===== src/rtl/hazard_ctrl.sv =====
// Pipeline hazard controller for the 5-stage RV32 core.
// Produces stall/flush/redirect controls for the IF/ID and ID/EX registers,
// sequences the multi-cycle multiplier in EX and keeps saturating perf counters.
module hazard_ctrl #(
  parameter int MUL_LATENCY = 4,
  parameter int CNT_W       = 32
) (
  input  logic             clk,
  input  logic             rst_n,
  input  logic             id_valid,
  input  logic [4:0]       id_rs1,
  input  logic [4:0]       id_rs2,
  input  logic [4:0]       ex_rd,
  input  logic             ex_reg_wen,
  input  logic             ex_mem_ren,
  input  logic             ex_mul,
  input  logic             ex_mispredict,
  input  logic             icache_stall,
  input  logic             dcache_stall,
  output logic             stall_if,
  output logic             stall_id,
  output logic             stall_ex,
  output logic             stall_mem,
  output logic             flush_id,
  output logic             flush_ex,
  output logic             redirect_valid,
  output logic             mul_start,
  output logic             mul_done,
  output logic [CNT_W-1:0] cnt_load_use,
  output logic [CNT_W-1:0] cnt_mispredict,
  output logic [CNT_W-1:0] cnt_freeze
);

  typedef enum logic [1:0] {IDLE, BUSY, DONE} mul_state_t;

  localparam logic [3:0] MUL_CNT_INIT = 4'(MUL_LATENCY - 1);

  mul_state_t       state_q, state_d;
  logic [3:0]       mul_cnt_q, mul_cnt_d;
  logic             mul_start_c, mul_done_c;
  logic             cache_stall, mul_freeze, freeze;
  logic             load_use, mispredict_sel, load_use_sel;
  logic [CNT_W-1:0] cnt_lu_q, cnt_mp_q, cnt_fz_q;

  // Counters stick at all-ones instead of wrapping.
  function automatic logic [CNT_W-1:0] sat_inc(input logic [CNT_W-1:0] v);
    return (&v) ? v : v + CNT_W'(1);
  endfunction

  // Multiplier sequencer next state; BUSY counts down even under cache stalls.
  always_comb begin
    state_d     = state_q;
    mul_cnt_d   = mul_cnt_q;
    mul_start_c = 1'b0;
    mul_done_c  = 1'b0;
    case (state_q)
      IDLE: begin
        if (ex_mul && !cache_stall) begin
          mul_start_c = 1'b1;
          mul_cnt_d   = MUL_CNT_INIT;
          state_d     = BUSY;
        end
      end
      BUSY: begin
        if (mul_cnt_q == 4'd1) state_d = DONE;
        else                   mul_cnt_d = mul_cnt_q - 4'd1;
      end
      DONE: begin
        if (!cache_stall) begin
          mul_done_c = 1'b1;
          state_d    = IDLE;
        end
      end
      default: state_d = IDLE;
    endcase
  end

  // Multiplier state register; reset abandons any multiply in flight.
  always_ff @(posedge clk) begin
    if (!rst_n) begin
      state_q   <= IDLE;
      mul_cnt_q <= '0;
    end else begin
      state_q   <= state_d;
      mul_cnt_q <= mul_cnt_d;
    end
  end

  // Hazard priority: freeze, then mispredict squash, then load-use bubble.
  // A mispredict alongside ex_mul is illegal; ex_mul wins if it ever happens.
  always_comb begin
    cache_stall    = icache_stall | dcache_stall;
    mul_freeze     = ((state_q == IDLE) & ex_mul) | (state_q == BUSY);
    freeze         = cache_stall | mul_freeze;
    load_use       = id_valid & ex_mem_ren & ex_reg_wen & (ex_rd != 5'd0) &
                     ((ex_rd == id_rs1) | (ex_rd == id_rs2));
    mispredict_sel = !freeze & ex_mispredict & !ex_mul;
    load_use_sel   = !freeze & !mispredict_sel & load_use;

    stall_if       = 1'b0;
    stall_id       = 1'b0;
    stall_ex       = 1'b0;
    stall_mem      = 1'b0;
    flush_id       = 1'b0;
    flush_ex       = 1'b0;
    redirect_valid = 1'b0;
    mul_start      = 1'b0;
    mul_done       = 1'b0;
    if (rst_n) begin
      mul_start = mul_start_c;
      mul_done  = mul_done_c;
      if (freeze) begin
        stall_if  = 1'b1;
        stall_id  = 1'b1;
        stall_ex  = 1'b1;
        stall_mem = 1'b1;
      end else if (mispredict_sel) begin
        flush_id       = 1'b1;
        flush_ex       = 1'b1;
        redirect_valid = 1'b1;
      end else if (load_use_sel) begin
        stall_if = 1'b1;
        stall_id = 1'b1;
        flush_ex = 1'b1;
      end
    end
  end

  // Performance counters: count the event on the edge it is active.
  always_ff @(posedge clk) begin
    if (!rst_n) begin
      cnt_lu_q <= '0;
      cnt_mp_q <= '0;
      cnt_fz_q <= '0;
    end else begin
      if (load_use_sel)   cnt_lu_q <= sat_inc(cnt_lu_q);
      if (mispredict_sel) cnt_mp_q <= sat_inc(cnt_mp_q);
      if (freeze)         cnt_fz_q <= sat_inc(cnt_fz_q);
    end
  end

  assign cnt_load_use   = rst_n ? cnt_lu_q : '0;
  assign cnt_mispredict = rst_n ? cnt_mp_q : '0;
  assign cnt_freeze     = rst_n ? cnt_fz_q : '0;

endmodule


===== config.mk =====
export PLATFORM = sky130hd
export DESIGN_NAME = hazard_ctrl
export DESIGN_NICKNAME = d
export VERILOG_FILES = /design/src/rtl/hazard_ctrl.sv
export SDC_FILE = /design/constraint.sdc
export NUM_CORES = 1
export LEC_CHECK = 0
export BUFFER_PORTS_ARGS = -buffer_cell sky130_fd_sc_hd__buf_4
export CORE_MARGIN = 5
export CORE_UTILIZATION = 40
export CTS_BUF_LIST = sky130_fd_sc_hd__clkbuf_16
export DETAILED_ROUTE_END_ITERATION = 8
export GPL_TIMING_DRIVEN = 0
export PLACE_DENSITY_LB_ADDON = 0.2
export SETUP_SLACK_MARGIN = 0.5
export SKIP_CTS_REPAIR_TIMING = 1
export SLEW_MARGIN = 20
export SYNTH_ARGS = -nofsm -noshare
export SYNTH_HDL_FRONTEND = slang
export SYNTH_SLANG_ARGS = --single-unit
export TNS_END_PERCENT = 30

===== constraint.sdc =====
create_clock -name clk -period 2.8 [get_ports clk]
set_clock_uncertainty 0.05 [all_clocks]
set_input_delay 0.42 -clock clk [delete_from_list [all_inputs] [get_ports clk]]
set_output_delay 0.42 -clock clk [all_outputs]
set_load 0.005 [all_outputs]

==> impl_results.html, run 1 <==
<table>
<tr><th>Metric</th><th>Value</th></tr>
<tr><th colspan="2">Status</th></tr>
<tr><td>Outcome</td><td>completed</td></tr>
<tr><th colspan="2">Timing</th></tr>
<tr><td>Shortest clock period the worst path allows after layout</td><td>2370 ps</td></tr>
<tr><td>Post-Route Setup TNS</td><td>0 ps</td></tr>
<tr><td>Max-slew violation total from the final report</td><td>0</td></tr>
<tr><td>Transition at the pin with the smallest max-transition slack</td><td>665 ps</td></tr>
<tr><td>Highest attainable clock frequency</td><td>422 MHz</td></tr>
<tr><td>RSZ-0062 raised after global routing</td><td>true</td></tr>
<tr><td>Tcrit/Tclk final</td><td>0.846</td></tr>
<tr><td>Setup-violating endpoint count in the final report</td><td>0</td></tr>
<tr><td>Worst slew margin relative to its limit</td><td>0.557</td></tr>
<tr><td>Total count of hold-check failures in the final report</td><td>0</td></tr>
<tr><th colspan="2">Global routing</th></tr>
<tr><td>Pin count of the biggest net entering global routing</td><td>15</td></tr>
<tr><td>Met3 track utilization from global routing</td><td>0.0453</td></tr>
<tr><td>Overflow left after global routing</td><td>0</td></tr>
<tr><td>Met1 track demand over resource in global routing</td><td>0.259</td></tr>
<tr><td>Vias in the first global route</td><td>4939</td></tr>
<tr><td>Peak-usage layer in the global routing report</td><td>met2</td></tr>
<tr><td>Wire length of the first global-routing pass</td><td>25200 µm</td></tr>
<tr><td>Global-route track usage on met2</td><td>0.291</td></tr>
<tr><td>Overall track demand over capacity in global routing</td><td>0.186</td></tr>
<tr><td>Antenna violations before repair</td><td>0</td></tr>
<tr><th colspan="2">Place</th></tr>
<tr><td>Number of buffers added on ports</td><td>128</td></tr>
<tr><td>Inst Count DP</td><td>1033</td></tr>
<tr><td>Detailed-placement wirelength estimate</td><td>11800 µm</td></tr>
<tr><td>GP Congestion</td><td>0.833</td></tr>
<tr><th colspan="2">Synthesis</th></tr>
<tr><td>#FFs+latches synth</td><td>102</td></tr>
<tr><td>Commonest cells post-synth</td><td>sky130_fd_sc_hd__dfxtp_1, sky130_fd_sc_hd__and2_1, sky130_fd_sc_hd__nor2_1</td></tr>
<tr><td>Average cell area after synthesis</td><td>7.90 µm²</td></tr>
<tr><td>Share of the synthesized area in the top cell type</td><td>0.356</td></tr>
<tr><td>Synth unique cells</td><td>50</td></tr>
<tr><td>Largest cells by area after synthesis</td><td>sky130_fd_sc_hd__dfxtp_1, sky130_fd_sc_hd__and2_1, sky130_fd_sc_hd__xor2_1, sky130_fd_sc_hd__nor2_1, sky130_fd_sc_hd__or3_1</td></tr>
<tr><td>Most frequent cell after synthesis</td><td>sky130_fd_sc_hd__dfxtp_1</td></tr>
<tr><td>Synth warn</td><td>0</td></tr>
<tr><td>Synthesized Nets</td><td>754</td></tr>
<tr><td>Most instantiated flip-flop cell in the synthesis netlist</td><td>sky130_fd_sc_hd__dfxtp_1</td></tr>
<tr><td>Syn Inst Count</td><td>725</td></tr>
<tr><td>Proportion of synthesized chip area in sequential cells</td><td>0.356</td></tr>
<tr><td>Post-synth EDFFs</td><td>0</td></tr>
<tr><td>Synth async-reset ratio</td><td>0</td></tr>
<tr><td>Cell accounting for the most synthesized area</td><td>sky130_fd_sc_hd__dfxtp_1</td></tr>
<tr><td>Post-synthesis cell area</td><td>5730 µm²</td></tr>
<tr><th colspan="2">Pwr</th></tr>
<tr><td>Peak VDD IR</td><td>0.000313 V</td></tr>
<tr><td>Ratio of total power to cell area</td><td>365 nW/µm²</td></tr>
<tr><td>Static leakage power</td><td>3.03 nW</td></tr>
<tr><th colspan="2">CTS</th></tr>
<tr><td>Number of buffers on the longest clock path</td><td>2</td></tr>
<tr><td>Clk root buf</td><td>sky130_fd_sc_hd__clkbuf_16</td></tr>
<tr><td>CTS tree</td><td>done</td></tr>
<tr><td>H-tree depth</td><td>3</td></tr>
<tr><td>Later-pin clock latency in the skew report</td><td>350 ps</td></tr>
<tr><td>Number of sinks on the clock net</td><td>102</td></tr>
<tr><td>Clock slew seen by the registers of the worst setup and hold paths</td><td>70 ps</td></tr>
<tr><td>Num CTS Buffers</td><td>9</td></tr>
<tr><th colspan="2">Worst setup path</th></tr>
<tr><td>Worst flop-to-flop path endpoint</td><td>cnt_lu_q[27]</td></tr>
<tr><td>Category of the worst setup path launch point</td><td>register</td></tr>
<tr><td>Slack of the worst reg-to-reg path</td><td>430 ps</td></tr>
<tr><td>Number of cells on the worst reg-to-reg path</td><td>6</td></tr>
<tr><td>Crit-path max FO</td><td>7</td></tr>
<tr><td>Arrival time worst endpoint</td><td>2560 ps</td></tr>
<tr><td>CP endpoint kind</td><td>register</td></tr>
<tr><td>Crit path kind</td><td>reg -&gt; reg</td></tr>
<tr><td>Crit path required time</td><td>2990 ps</td></tr>
<tr><td>Launch point of the worst reg-to-reg path</td><td>cnt_lu_q[7]</td></tr>
<tr><th colspan="2">Routing</th></tr>
<tr><td>Detail-routed via count per cell</td><td>5.25</td></tr>
<tr><td>Final ANT Viol Nets</td><td>0</td></tr>
<tr><td>Count of vias placed by the detailed router</td><td>5623</td></tr>
<tr><td>Total length of routed wires</td><td>16300 µm</td></tr>
<tr><td>Routed length per placed instance</td><td>15.2 µm</td></tr>
<tr><td>Residual DRC</td><td>0</td></tr>
<tr><td>First-pass iteration count of the detailed router</td><td>6</td></tr>
<tr><td>Drt first-iter violations</td><td>277</td></tr>
<tr><th colspan="2">Floorplan</th></tr>
<tr><td>Core outline area</td><td>14000 µm²</td></tr>
<tr><td>Overall die area</td><td>16800 µm²</td></tr>
<tr><td>Die height</td><td>130 µm</td></tr>
<tr><td>Number of placement rows</td><td>43</td></tr>
<tr><td>Io pins</td><td>129</td></tr>
<tr><td>Width of the die</td><td>130 µm</td></tr>
<tr><td>Initial core utilization</td><td>0.409</td></tr>
<tr><th colspan="2">Finish</th></tr>
<tr><td>Antenna fix cells</td><td>0</td></tr>
<tr><td>Synthesis-to-finish area growth</td><td>33.1%</td></tr>
<tr><td>Final-stage net count</td><td>918</td></tr>
<tr><td>Fraction of layout cells with a size suffix above 1</td><td>0.279</td></tr>
<tr><td>Final std cells w/o fill</td><td>1072</td></tr>
<tr><td>Final-layout fill cell count</td><td>1359</td></tr>
<tr><th colspan="2">Hold path</th></tr>
<tr><td>Critical hold path startpoint</td><td>cnt_fz_q[6]</td></tr>
<tr><td>Worst min-delay path endpoint</td><td>cnt_fz_q[6]</td></tr>
<tr><td>Worst hold path class</td><td>reg -&gt; reg</td></tr>
<tr><td>Instance count along the most critical hold path</td><td>1</td></tr>
<tr><th colspan="2">Flow run</th></tr>
<tr><td>Maxcap violations</td><td>0</td></tr>
</table>
## critical path: stages, from the launching register on
cell,delay (ps)
sky130_fd_sc_hd__dfxtp_1,430
sky130_fd_sc_hd__nand4_1,260
sky130_fd_sc_hd__nor4_4,370
sky130_fd_sc_hd__and2_1,250
sky130_fd_sc_hd__o21ai_0,170
sky130_fd_sc_hd__or4_1,450
sky130_fd_sc_hd__mux2_2,280
## power breakdown
group          leakage, nW  switching, mW  total (mW)  internal, mW
sequential           0.831         0.0133        1.47          1.46
clock                0.125          0.533        1.11         0.579
combinational         2.07          0.116       0.198        0.0818
total                 3.03          0.662        2.78          2.12
## worst max path at each step
stage	slack, ps	end	from	depth (start not counted)
3_3_place_gp	50	stall_if	ex_rd[1]	9
3_5_place_dp	50	stall_if	ex_rd[1]	9
4_1_cts	50	stall_mem	rst_n	7
6_report	430	cnt_lu_q[27]	cnt_lu_q[7]	6
5_1_grt	350	cnt_lu_q[27]	cnt_lu_q[7]	6
2_1_floorplan	550	cnt_mp_q[31]	dcache_stall	6
## registers in the layout (all words and copies together), names as in the netlist
register and flops:
cnt_fz_q 32, cnt_lu_q 32, cnt_mp_q 32, mul_cnt_q 4, state_q 2
## cell usage in the layout (no fill, tap or decap), types with 3 or more instances in the layout
cell,Yosys,routed
sky130_fd_sc_hd__buf_4,3,152
sky130_fd_sc_hd__and2_1,100,100
sky130_fd_sc_hd__nor2_1,87,85
sky130_fd_sc_hd__dfxtp_1,102,85
sky130_fd_sc_hd__nand2_1,46,45
sky130_fd_sc_hd__xor2_1,42,42
sky130_fd_sc_hd__o21ai_0,40,39
sky130_fd_sc_hd__nand3_1,40,38
sky130_fd_sc_hd__a21oi_1,36,33
sky130_fd_sc_hd__nand4_1,31,31
sky130_fd_sc_hd__or3_1,33,31
sky130_fd_sc_hd__clkbuf_1,29,18
sky130_fd_sc_hd__dfxtp_2,0,15
sky130_fd_sc_hd__nor3_1,17,14
sky130_fd_sc_hd__mux2_2,14,14
sky130_fd_sc_hd__inv_1,13,14
sky130_fd_sc_hd__and4_1,12,12
sky130_fd_sc_hd__xnor2_1,9,9
sky130_fd_sc_hd__and3_1,9,9
sky130_fd_sc_hd__clkbuf_16,0,9
sky130_fd_sc_hd__buf_6,0,8
sky130_fd_sc_hd__clkbuf_2,0,8
sky130_fd_sc_hd__nor4_4,3,5
sky130_fd_sc_hd__nor4_1,9,4
sky130_fd_sc_hd__nor2b_1,3,3
sky130_fd_sc_hd__nor3_2,0,3
sky130_fd_sc_hd__nand3_2,1,3
sky130_fd_sc_hd__or4_1,5,3
sky130_fd_sc_hd__nor4_2,0,3
sky130_fd_sc_hd__clkinv_1,0,3
## cell type report
cell class              count  area [µm²]  area share
inverters                  13        48.8     0.00640
flip-flops and latches    102        2070       0.271
plain buffers              36         198      0.0259
clock inverters             5        20.0     0.00263
repair buffers            153        1160       0.152
well taps                 180         225      0.0295
clock buffers               9         225      0.0295
multi-input cells         574        3680       0.483
## logic make-up (layout without fill, tap and decap cells)
kind of cell	after synthesis	count (layout)	synth area share
flip-flops	102	102	0.356
adder cells (fa/ha/maj)	5	5	0.0109
multiplexers	14	14	0.0275
AND/OR/NAND/NOR	408	408	0.396
XOR/XNOR	51	51	0.0780
buffers and inverters	49	216	0.0345
AO/OA/AOI/OAI	96	96	0.0963
## through the flow
step	hold WS, ps	utilization	cell area [µm²]	setup WS [ps]	power [mW]
2_1_floorplan	408	-	5730	547	1.60
3_5_place_dp	439	0.495	6920	51.5	1.69
3_3_place_gp	424	0.494	6910	50.8	1.69
6_report	437	0.545	7620	431	2.78
5_1_grt	472	0.545	7620	350	2.90
4_1_cts	450	0.512	7170	51.2	2.81
## metal layers
metal  part of all wire  wire, µm
met2               0.46      7550
met5                  0         0
met4              0.013       212
met1               0.47      7680
met3              0.053       867
Note: power is estimated with default switching activity, not from simulation.
==> run 2: changes to the inputs <==
Settings changed: ABC_AREA set to 1.
Clock period 2.8 ns to 2.4 ns, I/O delays scaled along.
==> run 2 against run 1 <==
Compared with the run above: register-to-register slack is essentially flat; largest cell class unchanged; critical endpoint is now stall_if; non-clock buffer count shrank 10; sequential power is 17% higher; core utilization decreased by 4.4 points; routed wire length is 31% higher; synthesized area up 27%.
==> impl_results.html, run 2 <==
<table>
<tr><th>Metric</th><th>Value</th></tr>
<tr><th colspan="2">Finish</th></tr>
<tr><td>Final-stage net count</td><td>1469</td></tr>
<tr><td>Core utilization of the finished layout</td><td>0.501</td></tr>
<tr><td>Most frequent cells in the layout</td><td>sky130_fd_sc_hd__nand2_1, sky130_fd_sc_hd__nor2_1, sky130_fd_sc_hd__inv_1</td></tr>
<tr><td>Largest registers</td><td>cnt_fz_q (32), cnt_lu_q (32), cnt_mp_q (32)</td></tr>
<tr><td>Synthesis-to-finish area growth</td><td>23.6%</td></tr>
<tr><td>Commonest non-fill, non-tap cell in the layout</td><td>sky130_fd_sc_hd__nand2_1</td></tr>
<tr><td>Final std cells w/o fill</td><td>1674</td></tr>
<tr><td>Fraction of layout cells with a size suffix above 1</td><td>0.169</td></tr>
<tr><td>Antenna fix cells</td><td>0</td></tr>
<tr><th colspan="2">CTS</th></tr>
<tr><td>Num CTS Buffers</td><td>9</td></tr>
<tr><td>Clk root buf</td><td>sky130_fd_sc_hd__clkbuf_16</td></tr>
<tr><td>H-tree depth</td><td>3</td></tr>
<tr><td>Clock slew seen by the registers of the worst setup and hold paths</td><td>70 ps</td></tr>
<tr><td>CTS tree</td><td>done</td></tr>
<tr><td>Later-pin clock latency in the skew report</td><td>350 ps</td></tr>
<tr><td>Number of buffers on the longest clock path</td><td>2</td></tr>
<tr><td>Number of sinks on the clock net</td><td>102</td></tr>
<tr><th colspan="2">Worst setup path</th></tr>
<tr><td>Number of cells on the worst reg-to-reg path</td><td>11</td></tr>
<tr><td>Crit path kind</td><td>reg -&gt; out</td></tr>
<tr><td>CP endpoint kind</td><td>primary output</td></tr>
<tr><td>Crit-path max FO</td><td>4</td></tr>
<tr><td>Crit path required time</td><td>1990 ps</td></tr>
<tr><td>Arrival time worst endpoint</td><td>1750 ps</td></tr>
<tr><td>Category of the worst setup path launch point</td><td>register</td></tr>
<tr><th colspan="2">Timing</th></tr>
<tr><td>Worst slew margin relative to its limit</td><td>0.548</td></tr>
<tr><td>Max-slew violation total from the final report</td><td>0</td></tr>
<tr><td>Tcrit/Tclk final</td><td>0.899</td></tr>
<tr><td>Shortest clock period the worst path allows after layout</td><td>2160 ps</td></tr>
<tr><td>Highest attainable clock frequency</td><td>463 MHz</td></tr>
<tr><td>Setup-violating endpoint count in the final report</td><td>0</td></tr>
<tr><td>RSZ-0062 raised after global routing</td><td>true</td></tr>
<tr><td>Total count of hold-check failures in the final report</td><td>0</td></tr>
<tr><td>Post-route worst setup slack</td><td>242 ps</td></tr>
<tr><td>Transition at the pin with the smallest max-transition slack</td><td>678 ps</td></tr>
<tr><td>Hold_ws</td><td>416 ps</td></tr>
<tr><th colspan="2">Floorplan</th></tr>
<tr><td>Io pins</td><td>129</td></tr>
<tr><td>Die height</td><td>145 µm</td></tr>
<tr><td>Initial core utilization</td><td>0.405</td></tr>
<tr><td>Number of placement rows</td><td>49</td></tr>
<tr><td>Core outline area</td><td>17900 µm²</td></tr>
<tr><td>Width of the die</td><td>145 µm</td></tr>
<tr><td>Overall die area</td><td>20900 µm²</td></tr>
<tr><th colspan="2">Place</th></tr>
<tr><td>Inst Count DP</td><td>1647</td></tr>
<tr><td>Number of buffers added on ports</td><td>127</td></tr>
<tr><td>Setup WS pre-CTS</td><td>-293 ps</td></tr>
<tr><td>GP Congestion</td><td>0.924</td></tr>
<tr><td>Detailed-placement wirelength estimate</td><td>16900 µm</td></tr>
<tr><th colspan="2">Pwr</th></tr>
<tr><td>Static leakage power</td><td>4.41 nW</td></tr>
<tr><td>Ratio of total power to cell area</td><td>400 nW/µm²</td></tr>
<tr><td>Overall power</td><td>3.59 mW</td></tr>
<tr><td>Peak VDD IR</td><td>0.000343 V</td></tr>
<tr><th colspan="2">Global routing</th></tr>
<tr><td>Wire length of the first global-routing pass</td><td>35600 µm</td></tr>
<tr><td>Vias in the first global route</td><td>7337</td></tr>
<tr><td>Pin count of the biggest net entering global routing</td><td>17</td></tr>
<tr><td>Overflow left after global routing</td><td>0</td></tr>
<tr><td>Antenna violations before repair</td><td>0</td></tr>
<tr><td>Overall track demand over capacity in global routing</td><td>0.210</td></tr>
<tr><th colspan="2">Routing</th></tr>
<tr><td>First-pass iteration count of the detailed router</td><td>5</td></tr>
<tr><td>Count of vias placed by the detailed router</td><td>7942</td></tr>
<tr><td>Drt first-iter violations</td><td>526</td></tr>
<tr><td>Residual DRC</td><td>0</td></tr>
<tr><td>Total length of routed wires</td><td>21400 µm</td></tr>
<tr><td>Detail-routed via count per cell</td><td>4.74</td></tr>
<tr><td>Final ANT Viol Nets</td><td>0</td></tr>
<tr><td>Routed length per placed instance</td><td>12.8 µm</td></tr>
<tr><th colspan="2">Synthesis</th></tr>
<tr><td>Synth async-reset ratio</td><td>0</td></tr>
<tr><td>Synth warn</td><td>0</td></tr>
<tr><td>Compound-cell area share of the yosys netlist</td><td>0.0537</td></tr>
<tr><td>Post-synthesis cell area</td><td>7250 µm²</td></tr>
<tr><td>Post-synthesis xor/xnor area fraction</td><td>0.0230</td></tr>
<tr><td>Cell accounting for the most synthesized area</td><td>sky130_fd_sc_hd__dfxtp_1</td></tr>
<tr><td>Largest cells by area after synthesis</td><td>sky130_fd_sc_hd__dfxtp_1, sky130_fd_sc_hd__nand2_1, sky130_fd_sc_hd__nor2_1, sky130_fd_sc_hd__inv_1, sky130_fd_sc_hd__nand3_1</td></tr>
<tr><td>Post-synth EDFFs</td><td>0</td></tr>
<tr><td>Commonest cells post-synth</td><td>sky130_fd_sc_hd__nand2_1, sky130_fd_sc_hd__nor2_1, sky130_fd_sc_hd__inv_1</td></tr>
<tr><td>Share of the synthesized area in the top cell type</td><td>0.282</td></tr>
<tr><td>Synthesized Nets</td><td>1320</td></tr>
<tr><td>Synth Area in Simple Gates</td><td>0.497</td></tr>
<tr><td>Synth unique cells</td><td>37</td></tr>
<tr><td>#FFs+latches synth</td><td>102</td></tr>
<tr><td>Adder and majority cell fraction of the synthesized area</td><td>0.00863</td></tr>
<tr><td>Average cell area after synthesis</td><td>5.61 µm²</td></tr>
<tr><td>Most instantiated flip-flop cell in the synthesis netlist</td><td>sky130_fd_sc_hd__dfxtp_1</td></tr>
<tr><td>Most frequent cell after synthesis</td><td>sky130_fd_sc_hd__nand2_1</td></tr>
<tr><td>Share of cell area taken by muxes after synthesis</td><td>0</td></tr>
<tr><td>Proportion of synthesized chip area in sequential cells</td><td>0.282</td></tr>
<tr><td>Syn Inst Count</td><td>1291</td></tr>
<tr><td>Dominant combinational cell family by area after synthesis</td><td>simple AND/OR/NAND/NOR gates</td></tr>
<tr><th colspan="2">Hold path</th></tr>
<tr><td>Instance count along the most critical hold path</td><td>5</td></tr>
<tr><td>Worst hold path class</td><td>in -&gt; reg</td></tr>
<tr><th colspan="2">Flow run</th></tr>
<tr><td>Maxcap violations</td><td>0</td></tr>
<tr><th colspan="2">Status</th></tr>
<tr><td>Outcome</td><td>completed</td></tr>
</table>
[run 2: metrics by stage]
step                TNS, ps  area (µm²)
CTS                   -8840        8810
global route              0        8960
detailed placement    -8540        8490
floorplan                 0        7250
finish                    0        8960
global placement     -12780        8490
[run 2: layout make-up]
class / instances / area [µm²]
Multi-Input combinational cell: 946 / 4260
Clock buffer: 9 / 225
Sequential cell: 102 / 2040
Inverter: 202 / 761
Buffer: 41 / 259
Tap cell: 229 / 287
Fill cell: 1947 / 8940
Clock inverter: 7 / 88.8
Timing Repair Buffer: 138 / 1040
[run 2: cells by family (layout without fill, tap and decap cells)]
| family | count (synthesis) | after routing |
|---|---|---|
| fa+ha+maj | 5 | 5 |
| xor+xnor | 19 | 19 |
| flops | 102 | 102 |
| simple gates | 845 | 845 |
| buf+inv | 243 | 397 |
| compound gates | 77 | 77 |
[run 2: worst paths after layout]
| kind | endpoint | startpoint | slack (ps) |
|---|---|---|---|
| worst max-delay path | stall_if | state_q[0] | 240 |
| worst min-delay path | state_q[1] | icache_stall | 420 |
| worst max register to register | cnt_mp_q[30] | cnt_mp_q[0] | 420 |
| worst min register to register | cnt_fz_q[4] | cnt_fz_q[4] | 450 |
[run 2: worst max-delay path: stages, from the launching register on]
cell and delay [ps]:
sky130_fd_sc_hd__dfxtp_2 330, sky130_fd_sc_hd__o21ai_2 110, sky130_fd_sc_hd__nand2_2 90, sky130_fd_sc_hd__buf_4 160, sky130_fd_sc_hd__nor2_4 130, sky130_fd_sc_hd__inv_2 70
sky130_fd_sc_hd__nand3_4 90, sky130_fd_sc_hd__buf_6 110, sky130_fd_sc_hd__a21oi_4 60, sky130_fd_sc_hd__buf_6 150, sky130_fd_sc_hd__buf_6 100
[run 2: report_power, final]
group / switching, mW / internal, mW / total, mW
clock: 0.667 / 0.908 / 1.57
sequential: 0.0133 / 1.71 / 1.72
combinational: 0.181 / 0.110 / 0.292
[run 2: routing by layer]
layer	vias up	part of all wire	track usage
met5	-	0	0
met4	0	0.017	0.0673
met3	21	0.062	0.0327
met2	202	0.44	0.338
met1	3506	0.48	0.289
li1	4213	-	-
==> run 3: changes to the inputs <==
Settings changed: CTS_BUF_LIST sky130_fd_sc_hd__clkbuf_16 to sky130_fd_sc_hd__clkbuf_8.
==> run 3 against run 2 <==
Compared with the run above: routed wire length is 0.36% higher; first-iteration DRC count up 4.8%; final cell count is the same; count of clock-buffer cells in the layout up 2; die area unchanged.
==> impl_results.html, run 3 (synthesis results as in run 2) <==
<table>
<tr><th>Metric</th><th>Value</th></tr>
<tr><th colspan="2">Status</th></tr>
<tr><td>Outcome</td><td>completed</td></tr>
<tr><th colspan="2">Worst setup path</th></tr>
<tr><td>Chain of cells forming the critical path</td><td>o21ai_2, nand2_2, buf_4, nor2_4, inv_2, nand3_4, buf_6, a21oi_4, buf_6, buf_6</td></tr>
<tr><td>Standard cell with the maximum stage delay on the critical path</td><td>sky130_fd_sc_hd__dfxtp_2</td></tr>
<tr><td>Slack of the worst reg-to-reg path</td><td>410 ps</td></tr>
<tr><td>Arrival time worst endpoint</td><td>1800 ps</td></tr>
<tr><td>Max stage delay on crit path</td><td>340 ps</td></tr>
<tr><td>CP endpoint kind</td><td>primary output</td></tr>
<tr><td>Crit path required time</td><td>1990 ps</td></tr>
<tr><td>Most numerous cell on the critical path</td><td>sky130_fd_sc_hd__buf_6</td></tr>
<tr><td>Category of the worst setup path launch point</td><td>register</td></tr>
<tr><td>Crit-path max FO</td><td>4</td></tr>
<tr><td>Crit path kind</td><td>reg -&gt; out</td></tr>
<tr><th colspan="2">Pwr</th></tr>
<tr><td>Peak VDD IR</td><td>0.000245 V</td></tr>
<tr><td>Overall power</td><td>3.30 mW</td></tr>
<tr><td>Static leakage power</td><td>4.37 nW</td></tr>
<tr><td>Ratio of total power to cell area</td><td>372 nW/µm²</td></tr>
<tr><th colspan="2">Routing</th></tr>
<tr><td>First-pass iteration count of the detailed router</td><td>5</td></tr>
<tr><td>Drt first-iter violations</td><td>551</td></tr>
<tr><td>Detail-routed via count per cell</td><td>4.75</td></tr>
<tr><td>Final ANT Viol Nets</td><td>0</td></tr>
<tr><td>Residual DRC</td><td>0</td></tr>
<tr><td>Total length of routed wires</td><td>21400 µm</td></tr>
<tr><td>Count of vias placed by the detailed router</td><td>7953</td></tr>
<tr><td>Routed length per placed instance</td><td>12.8 µm</td></tr>
<tr><th colspan="2">Place</th></tr>
<tr><td>Number of buffers added on ports</td><td>127</td></tr>
<tr><td>Area after DPL</td><td>8490 µm²</td></tr>
<tr><td>GP Congestion</td><td>0.924</td></tr>
<tr><td>Detailed-placement wirelength estimate</td><td>16900 µm</td></tr>
<tr><th colspan="2">Floorplan</th></tr>
<tr><td>Number of placement rows</td><td>49</td></tr>
<tr><td>Width of the die</td><td>145 µm</td></tr>
<tr><td>Overall die area</td><td>20900 µm²</td></tr>
<tr><td>Io pins</td><td>129</td></tr>
<tr><td>Die height</td><td>145 µm</td></tr>
<tr><td>Core outline area</td><td>17900 µm²</td></tr>
<tr><td>Initial core utilization</td><td>0.405</td></tr>
<tr><th colspan="2">CTS</th></tr>
<tr><td>Num CTS Buffers</td><td>9</td></tr>
<tr><td>CTS tree</td><td>done</td></tr>
<tr><td>Clock slew seen by the registers of the worst setup and hold paths</td><td>90 ps</td></tr>
<tr><td>Number of buffers on the longest clock path</td><td>2</td></tr>
<tr><td>H-tree depth</td><td>3</td></tr>
<tr><td>Later-pin clock latency in the skew report</td><td>400 ps</td></tr>
<tr><td>Clk root buf</td><td>sky130_fd_sc_hd__clkbuf_8</td></tr>
<tr><td>Number of sinks on the clock net</td><td>102</td></tr>
<tr><th colspan="2">Timing</th></tr>
<tr><td>Max-slew violation total from the final report</td><td>0</td></tr>
<tr><td>Total count of hold-check failures in the final report</td><td>0</td></tr>
<tr><td>Highest attainable clock frequency</td><td>453 MHz</td></tr>
<tr><td>Worst slew margin relative to its limit</td><td>0.552</td></tr>
<tr><td>Shortest clock period the worst path allows after layout</td><td>2210 ps</td></tr>
<tr><td>RSZ-0062 raised after global routing</td><td>true</td></tr>
<tr><td>Post-Route Setup TNS</td><td>0 ps</td></tr>
<tr><td>Setup-violating endpoint count in the final report</td><td>0</td></tr>
<tr><td>Tcrit/Tclk final</td><td>0.920</td></tr>
<tr><td>Transition at the pin with the smallest max-transition slack</td><td>672 ps</td></tr>
<tr><th colspan="2">Finish</th></tr>
<tr><td>Fraction of layout cells with a size suffix above 1</td><td>0.169</td></tr>
<tr><td>Antenna fix cells</td><td>0</td></tr>
<tr><td>Final-layout fill cell count</td><td>1966</td></tr>
<tr><td>Core utilization of the finished layout</td><td>0.496</td></tr>
<tr><td>Most frequent cells in the layout</td><td>sky130_fd_sc_hd__nand2_1, sky130_fd_sc_hd__nor2_1, sky130_fd_sc_hd__inv_1</td></tr>
<tr><td>Largest registers</td><td>cnt_fz_q (32), cnt_lu_q (32), cnt_mp_q (32)</td></tr>
<tr><td>Commonest non-fill, non-tap cell in the layout</td><td>sky130_fd_sc_hd__nand2_1</td></tr>
<tr><td>Design area</td><td>8880 µm²</td></tr>
<tr><td>Synthesis-to-finish area growth</td><td>22.5%</td></tr>
<tr><td>Final-stage net count</td><td>1469</td></tr>
<tr><th colspan="2">Global routing</th></tr>
<tr><td>Global-route track usage on met2</td><td>0.341</td></tr>
<tr><td>Wire length of the first global-routing pass</td><td>35600 µm</td></tr>
<tr><td>Met1 track demand over resource in global routing</td><td>0.289</td></tr>
<tr><td>Pin count of the biggest net entering global routing</td><td>17</td></tr>
<tr><td>Overflow left after global routing</td><td>0</td></tr>
<tr><td>Overall track demand over capacity in global routing</td><td>0.211</td></tr>
<tr><td>Met3 track utilization from global routing</td><td>0.0308</td></tr>
<tr><td>Peak-usage layer in the global routing report</td><td>met2</td></tr>
<tr><td>Vias in the first global route</td><td>7315</td></tr>
<tr><td>Antenna violations before repair</td><td>0</td></tr>
<tr><th colspan="2">Flow run</th></tr>
<tr><td>Maxcap violations</td><td>0</td></tr>
<tr><th colspan="2">Hold path</th></tr>
<tr><td>Worst hold path class</td><td>in -&gt; reg</td></tr>
</table>
[run 3: worst max-delay path, delay by kind of cell, from the launching register on]
family / cells / cell delay [ps]
and+or+nand+nor: 3 / 310
DFF: 1 / 340
AOI/OAI and AO/OA: 2 / 170
buffers and inverters: 5 / 590
[run 3: per-stage QoR]
stage | hold WS [ps] | worst slack, ps | cells
after floorplan | 409 | 521 | 1291
final | 374 | 193 | 1674
after global placement | 427 | -346 | 1647
after CTS | 360 | -283 | 1663
after global routing | 419 | 106 | 1674
after detailed placement | 437 | -293 | 1647
[run 3: final cells by class]
type | count | area [µm²] | share of cell area
multi-input cells | 946 | 4260 | 0.480
flip-flops and latches | 102 | 2040 | 0.230
repair buffers | 138 | 1040 | 0.117
inverters | 202 | 761 | 0.0857
well taps | 229 | 287 | 0.0323
plain buffers | 41 | 255 | 0.0288
clock buffers | 11 | 151 | 0.0171
clock inverters | 5 | 81.3 | 0.00916
[run 3: where the power goes]
| group | internal (mW) | total, mW | switching, mW | leakage [nW] |
|---|---|---|---|---|
| clock | 0.645 | 1.29 | 0.644 | 0.116 |
| combinational | 0.110 | 0.290 | 0.180 | 3.43 |
| sequential | 1.71 | 1.72 | 0.0133 | 0.824 |
[run 3: final timing paths]
path / to / start / depth (start not counted)
setup / recovery: stall_if / state_q[0] / 10
hold / removal: state_q[1] / icache_stall / 5
setup reg to reg: cnt_mp_q[30] / cnt_mp_q[0] / 11
hold reg to reg: cnt_fz_q[4] / cnt_fz_q[4] / 2
[run 3: metal layers]
metal  share of wire  up-vias
met3           0.060       22
met5               0        -
met4           0.017        0
met1            0.48     3514
met2            0.44      208
li1                -     4209
